## src/rtl/input_entry.sv

```systemverilog
// Decimal keypad entry for the processor's input instruction: debounced digit/enter keys
// accumulate a BCD-typed value into a 32-bit binary word handed over with a valid flag.

module input_entry_key #(
    parameter int DEBOUNCE_CYCLES = 250000
) (
    input  logic clock_i,
    input  logic rst_ni,
    input  logic key_ni,
    output logic press_o
);
    localparam int CNT_W = $clog2(DEBOUNCE_CYCLES);
    localparam logic [CNT_W-1:0] CNT_LAST = CNT_W'(DEBOUNCE_CYCLES - 1);

    logic [1:0]       sync_q, sync_d;
    logic [1:0]       settle_q, settle_d;
    logic [CNT_W-1:0] cnt_q, cnt_d;
    logic             acc_q, acc_d;
    logic             armed_q, armed_d;
    logic             press_q, press_d;

    always_comb begin
        sync_d   = {sync_q[0], key_ni};
        settle_d = {settle_q[0], 1'b1};
        acc_d    = acc_q;
        cnt_d    = '0;
        press_d  = 1'b0;
        if (sync_q[1] != acc_q) begin
            if (cnt_q == CNT_LAST) begin
                acc_d   = sync_q[1];
                press_d = armed_q & acc_q;
            end else begin
                cnt_d = cnt_q + CNT_W'(1);
            end
        end
        // A key held through reset must be seen released before it can press.
        armed_d = armed_q | (settle_q[1] & acc_q & sync_q[1]);
    end

    always_ff @(posedge clock_i or negedge rst_ni) begin
        if (!rst_ni) begin
            sync_q   <= 2'b11;
            settle_q <= 2'b00;
            cnt_q    <= '0;
            acc_q    <= 1'b1;
            armed_q  <= 1'b0;
            press_q  <= 1'b0;
        end else begin
            sync_q   <= sync_d;
            settle_q <= settle_d;
            cnt_q    <= cnt_d;
            acc_q    <= acc_d;
            armed_q  <= armed_d;
            press_q  <= press_d;
        end
    end

    assign press_o = press_q;
endmodule

module input_entry #(
    parameter int DEBOUNCE_CYCLES = 250000,
    parameter int MAX_DIGITS      = 2
) (
    input  logic        clock,
    input  logic        reset,
    input  logic [3:0]  SW,
    input  logic        KEY_digit,
    input  logic        KEY_enter,
    input  logic        input_flag,
    output logic [31:0] valor,
    output logic        valid,
    output logic        waiting
);
    typedef enum logic [1:0] {IDLE, COLLECT, DONE} state_t;

    localparam logic [3:0] MAX_CNT = 4'(MAX_DIGITS);

    state_t      state_q;
    logic [31:0] valor_q;
    logic [3:0]  count_q;
    logic        valid_q, waiting_q;
    logic        digit_press, enter_press;
    logic        digit_ok;
    logic [31:0] valor_d;

    input_entry_key #(.DEBOUNCE_CYCLES(DEBOUNCE_CYCLES)) u_key_digit (
        .clock_i (clock),
        .rst_ni  (reset),
        .key_ni  (KEY_digit),
        .press_o (digit_press)
    );

    input_entry_key #(.DEBOUNCE_CYCLES(DEBOUNCE_CYCLES)) u_key_enter (
        .clock_i (clock),
        .rst_ni  (reset),
        .key_ni  (KEY_enter),
        .press_o (enter_press)
    );

    assign digit_ok = digit_press && (SW <= 4'd9) && (count_q < MAX_CNT);
    assign valor_d  = (valor_q << 3) + (valor_q << 1) + {28'd0, SW};

    always_ff @(posedge clock or negedge reset) begin
        if (!reset) begin
            state_q   <= IDLE;
            valor_q   <= '0;
            count_q   <= '0;
            valid_q   <= 1'b0;
            waiting_q <= 1'b0;
        end else begin
            case (state_q)
                IDLE: begin
                    valor_q <= '0;
                    count_q <= '0;
                    valid_q <= 1'b0;
                    if (input_flag) begin
                        state_q   <= COLLECT;
                        waiting_q <= 1'b1;
                    end else begin
                        waiting_q <= 1'b0;
                    end
                end
                COLLECT: begin
                    if (!input_flag) begin
                        state_q   <= IDLE;
                        valor_q   <= '0;
                        count_q   <= '0;
                        waiting_q <= 1'b0;
                    end else begin
                        // A digit landing with enter is folded in before completing.
                        if (digit_ok) begin
                            valor_q <= valor_d;
                            count_q <= count_q + 4'd1;
                        end
                        if (enter_press) begin
                            state_q   <= DONE;
                            waiting_q <= 1'b0;
                            valid_q   <= 1'b1;
                        end
                    end
                end
                DONE: begin
                    if (!input_flag) begin
                        state_q <= IDLE;
                        valor_q <= '0;
                        count_q <= '0;
                        valid_q <= 1'b0;
                    end
                end
                default: begin
                    state_q   <= IDLE;
                    valor_q   <= '0;
                    count_q   <= '0;
                    valid_q   <= 1'b0;
                    waiting_q <= 1'b0;
                end
            endcase
        end
    end

    assign valor   = valor_q;
    assign valid   = valid_q;
    assign waiting = waiting_q;
endmodule

```

## config.mk

```make
export PLATFORM = sky130hd
export DESIGN_NAME = input_entry
export DESIGN_NICKNAME = d
export VERILOG_FILES = /design/src/rtl/input_entry.sv
export SDC_FILE = /design/constraint.sdc
export NUM_CORES = 1
export LEC_CHECK = 0
export BUFFER_PORTS_ARGS = -buffer_cell sky130_fd_sc_hd__buf_4
export CORE_ASPECT_RATIO = 0.5
export CORE_UTILIZATION = 63
export CTS_BUF_LIST = sky130_fd_sc_hd__clkbuf_8
export CTS_CLUSTER_DIAMETER = 120
export CTS_CLUSTER_SIZE = 14
export DETAILED_ROUTE_END_ITERATION = 8
export GPL_TIMING_DRIVEN = 0
export PLACE_DENSITY = 0.93
export SLEW_MARGIN = 10
export SYNTH_ARGS = -nofsm -noshare
export SYNTH_HDL_FRONTEND = slang
export SYNTH_HIERARCHICAL = 1
export SYNTH_SLANG_ARGS = --single-unit
```

## constraint.sdc

```tcl
create_clock -name clock -period 3.3 [get_ports clock]
set_input_delay 0.165 -clock clock [delete_from_list [all_inputs] [get_ports clock]]
set_output_delay 0.165 -clock clock [all_outputs]
set_load 0.01 [all_outputs]
```

* Word-level counts from Yosys, hierarchy flattened
Cells that the tools add are included.
** Word-level totals
- Register bits :: 90
- Word-level logic and storage cells :: 83
** Operators by class
- Reductions and logical operators :: 9
- Magnitude comparators :: 2
- $add $sub $neg :: 5
- Bitwise operators :: 9
- Multiplexer cells :: 29
- Eq/ne operators :: 12
** Operator list (number)
- $mux W32 :: 3
- $mux W18 :: 4
- $pmux W32 S2 :: 1
- $add A18 B1 Y18 const B :: 2
- $eq A18 B18 Y1 const B :: 2
- $add A32 B32 Y32 :: 1
- $add A32 B4 Y32 :: 1
- $mux W4 :: 3
- $mux W1 :: 10
- $mux W2 :: 4
- $pmux W4 S2 :: 1
- $reduce_and A2 Y1 :: 4
- $and A1 B1 Y1 :: 6
- $ne A2 B2 Y1 const B :: 3
- $pmux W2 S3 :: 1
- $reduce_and A3 Y1 :: 2
- $add A4 B1 Y4 const B :: 1
- $le A4 B4 Y1 const B :: 1
- $lt A4 B2 Y1 const B :: 1
- $ne A3 B2 Y1 const B :: 1
- $ne A3 B3 Y1 const B :: 1
- $pmux W1 S3 :: 1
- $eq A2 B1 Y1 const B :: 1
- $eq A2 B2 Y1 const B :: 1
- 7 further kinds :: 10

* Longest topological paths before layout
- Word-level depth :: 6
- Mapped depth :: 11
- Mapped depth without buffers :: 11

* Cells and area by module
The synthesis kept the hierarchy.
** By module, submodules not included
- input_entry :: seq. area each 1001.0 um2, cells an instance 397, times used 1, area an instance 3558.4 um2
- input_entry_key :: seq. area each 629.4 um2, cells an instance 105, times used 2, area an instance 1161.1 um2

* Least setup slack after synthesis
OpenSTA, ideal clock, no wires.
- Path kind :: register to register
- From :: reg valor_q[0] (netlist: valor[0])
- To :: reg valor_q[20] (netlist: valor[20])
- Arrival time :: 2.836 ns
- Setup slack :: 0.334 ns
- Stages on the path, launching flop included :: 12
- Cell sequence :: dfrtp_1 > inv_1 > fa_1 > inv_1 > fa_1 > a21o_1 > a221o_1 > a21oi_4 > a221oi_1 > a211o_1 > xnor2_1 > o21ai_1
** Between the ends
- Word-level cells in the longest chain between the ends :: 5
** Ends and longest elaborated chain
- start, declared :: RTL line 80 : logic [31:0] valor_q;
- start signal, assigned :: RTL line 133 : valor_q <= valor_d;
- $add A32 B32 Y32 :: RTL line 102 : assign valor_d = (valor_q << 3) + (valor_q << 1) + {28'd0, SW};
- $add A32 B4 Y32 :: RTL line 102
- $mux W32 :: RTL line 132 : if (digit_ok) begin
- $mux W32 :: RTL line 125 : if (!input_flag) begin
- $pmux W32 S2 :: RTL line 112 : case (state_q)
No other way between the ends. The select of a mux whose other input is x is not followed.
A chain may end at the register's enable or synchronous reset.

* Final worst setup path
- From :: reg valor_q[0] (netlist: valor[0])
- To :: reg valor_q[30] (netlist: valor[30])
Same word-level chain as after synthesis.

==> summary.md <==
| Metric | Value |
|---|---|
| Initial Util | 66.2% |
| R2R setup slack | approximately 0.12 ns |
| Reg2reg start | valor[0] |
| Gate Count Post-Synth | between 600 and 700 |
| GRT Total Usage | 28.2% |
| Detail-routed net length per standard cell | roughly 17 um |
| Commonest non-fill, non-tap cells in the layout | dfrtp_1, nand2_1, ha_1, buf_4, a21oi_1 |
| Fin crit share | 96.4% |
| Detail Route Antenna Nets | 0 |
| Final Hold Violating Endpoints | 0 |
| Fin area | roughly 0.0066 sq mm |
| Avg Synthesized Cell Area | 9.69 sq um |
| Worst path required time | 3.55 ns |
| Hold path startpoint | SW[0] |
| Die area | 0.00975 sq mm |
| Synth Net Count | between 600 and 700 |
| Total gr overflow | 0 |
| Layout cells sized above 1 | approximately 15% |
| Slew at the pin with the worst max-slew slack | ~0.80 ns |
| Simple-Gate Fraction of Synth Area | 18.3% |
| Area growth from synthesis to final layout | 12.6% |
| Main synth FF type | dfrtp_1 |
| # diodes | 0 |
| CTS Sinks | 90 |
| Yosys warning count | 6 |
| Row cnt | 24 |
| IR drop worst, VDD | between 0.0002 and 0.0003 V |
| Pwr dens | ~300 mW/mm^2 |
| Core area | 0.00889 sq mm |
| Reg2reg end | valor[30] |
| Largest net degree at the start of global routing | roughly 90 |
| Post-synth cell types | 67 |
| Status | finished, violations left |
| TritonCTS buffer count | 9 |
| Total vias in the final route | approximately 5100 |
| Crit path launch | valor[0] |
| Leakage power | about 3.1 nW |
| Die H | about 70 um |
| Max-Cap Viols | 0 |
| Startpoint types | flip-flop |
| Total detailed-routing wirelength | roughly 13000 um |
| Fin nets | approximately 740 |
| Hold crit path type | in -> reg |
| Area after DPL | around 0.0063 sq mm |
| Adder-Cell Fraction of Synth Area | a little over an eighth |
| Number of global-route vias before repair | 4841 |
| Commonest non-fill, non-tap cell in the layout | dfrtp_1 |
| Residual DRC | 2 |
| Skew final | between 0.015 and 0.02 ns |
| First-pass GRT wire length | 21900 um |
| Clock latency on the worst-skew pair | 0.38 ns |
| Max-slew headroom | 47.0% |
| Setup WS post-layout | approximately 0.12 ns |
| Synth Area in Compound Gates | roughly 19% |
| #FFs+latches synth | 90 |
| Sequential fraction of the synthesis area | between 30% and 40% |
| Total placed cells including tap cells | between 700 and 800 |
| Crit end category | flip-flop |
| Dpl hpwl | between 9000 and 10000 um |
| Root buffer cell | clkbuf_8 |
| CTS Buffer Depth | 2 |
| RSZ-0062 raised after global routing | no |
| Max Freq | 314 MHz |
| Async SR Flop Fraction | between 90% and 100% |
| Crit path to | valor[30] |
| Initial antenna violation count | 0 |
| Main combinational cell family by area after synthesis | compound AO/OA/AOI/OAI gates |
| Pre-CTS setup slack | ~0.076 ns |
| Final non-filler cell total | just under 800 |
| Via-per-instance ratio | 6.43 |
| Failing checks | DRC |
| Die width | ~140 um |
| TritonCTS clock tree | yes |
| H-Tree Depth | 3 |
| Crit path DAT | about 3.4 ns |
| Drt pass-1 iters | 7 |
| Worst R2R Path Depth | 11 |
| EDFF count, synth | 0 |
| Cell area after synthesis | 0.00588 sq mm |
| Port Buffer Count | 42 |
| IO Pins | 43 |
| Clock slew at reported path FFs | 0.09 ns |
| Placer congestion estimate | approximately 0.96 |
| Post-synthesis xor/xnor area fraction | just over 7% |
| # setup viols final | 0 |
| Mux contribution to synthesized area | less than 1% |
| Final Power | 1.98 mW |
| Setup TNS | 0 ns |
| Max Transition Viols Final | 0 |
| Minimum clock period | around 3.2 ns |
| Setup Crit Path Kind | reg -> reg |
| Crit path max fanout | 5 |
| Drt initial violations | approximately 420 |
==> worst min path at each step <==
| stage | end | cells after the start |
|---|---|---|
| floorplan | count_q[0] | 0 |
| global placement | u_key_digit/sync_q[0] | 1 |
| detailed placement | u_key_enter/sync_q[0] | 1 |
| CTS | valor[0] | 2 |
| global route | valor[0] | 2 |
| finish | valor[0] | 2 |
==> layout make-up <==
| class | instances | area (sq um) |
|---|---|---|
| plain buffers | 22 | 105 |
| clock buffers | 9 | 124 |
| clock inverters | 7 | 76.3 |
| fillers | 606 | 2260 |
| inverters | 10 | 37.5 |
| multi-input cells | 485 | 3500 |
| flip-flops and latches | 90 | 2260 |
| well taps | 117 | 146 |
| repair buffers | 49 | 379 |
==> metal layers <==
metal	vias to the layer above	global-route usage (%)	wire length, um
li1	2380	-	-
met1	2464	34.0	5710
met4	0	11.9	367
met2	184	49.8	6640
met3	43	5.90	660
met5	-	0	0
==> cells in the mapped netlist, types with 3 or more instances <==
| library cell | number | area [sq um] |
|---|---|---|
| a211oi_1 | 6 | 45.0 |
| a21o_1 | 6 | 45.0 |
| a21oi_1 | 44 | 220 |
| a22o_1 | 10 | 87.6 |
| a22oi_1 | 3 | 22.5 |
| a31oi_1 | 5 | 31.3 |
| and2_1 | 5 | 31.3 |
| and3_1 | 13 | 81.3 |
| and4_1 | 7 | 61.3 |
| buf_2 | 5 | 25.0 |
| clkbuf_1 | 13 | 48.8 |
| dfrtp_1 | 84 | 2100 |
| dfstp_2 | 6 | 158 |
| ha_1 | 61 | 763 |
| inv_1 | 10 | 37.5 |
| nand2_1 | 63 | 236 |
| nand3_1 | 29 | 145 |
| nand4_1 | 13 | 81.3 |
| nor2_1 | 38 | 143 |
| nor2b_1 | 7 | 43.8 |
| o211ai_1 | 4 | 30.0 |
| o21ai_0 | 43 | 215 |
| o21ai_1 | 4 | 20.0 |
| o21bai_1 | 5 | 37.5 |
| o31ai_1 | 8 | 60.1 |
| or3_1 | 4 | 25.0 |
| or4_1 | 9 | 67.6 |
| xnor2_1 | 17 | 149 |
| xor2_1 | 31 | 272 |
==> stage by stage <==
| stage | util (%) | hold WS [ns] |
|---|---|---|
| 3_5_place_dp | 71.4 | 0.274 |
| 3_3_place_gp | 71.4 | 0.274 |
| 2_1_floorplan | - | -0.131 |
| 4_1_cts | 74.0 | 0.00696 |
| 6_report | 74.5 | 0.00311 |
| 5_1_grt | 74.5 | -0.00534 |
==> state kept, by name (all words and copies together) (netlist names) <==
signal	cells
state_q	2
u_key_enter/armed_q	1
u_key_digit/cnt_q	18
valid	1
u_key_enter/sync_q	2
u_key_enter/press_o	1
waiting	1
u_key_digit/armed_q	1
u_key_enter/settle_q	2
u_key_digit/acc_q	1
valor	32
u_key_enter/cnt_q	18
u_key_digit/settle_q	2
u_key_enter/acc_q	1
count_q	4
u_key_digit/sync_q	2
u_key_digit/press_o	1
==> critical path, stage by stage, from the launching register on <==
cell	delay, ns
dfrtp_1	0.39
inv_1	0.08
fa_1	0.50
inv_1	0.08
fa_2	0.42
a21o_1	0.24
a221o_1	0.40
a21oi_4	0.24
a31oi_4	0.15
a211oi_2	0.28
xor2_1	0.20
o21ai_1	0.08
==> kinds of logic (layout without fill, tap and decap cells) <==
family,Yosys count,in the layout
adders and majority gates,63,63
other,2,2
buffers and inverters,32,97
muxes,2,2
DFF,90,90
AOI/OAI and AO/OA,166,166
and+or+nand+nor,204,204
xor gates and xnor gates,48,48
==> repair_timing <==
item / 4_1_cts / 5_1_grt
hold endpoints to repair: 2 / 84
endpoints found under the setup margin: 2 / 9
hold buffers: 2 / 1
cloned: 0 / 0
resized for setup: 1 / 2
buffers inserted: 1 / 3
pin swaps: 1 / 2
==> where the power goes <==
| group | internal [mW] | leakage (nW) | total [mW] | switching [mW] |
|---|---|---|---|---|
| Sequential | 1.12 | 1.22 | 1.13 | 0.0108 |
| Combinational | 0.0255 | 1.82 | 0.0771 | 0.0516 |
| Clock | 0.355 | 0.102 | 0.779 | 0.423 |
Note: power is estimated with default switching activity, not from simulation.
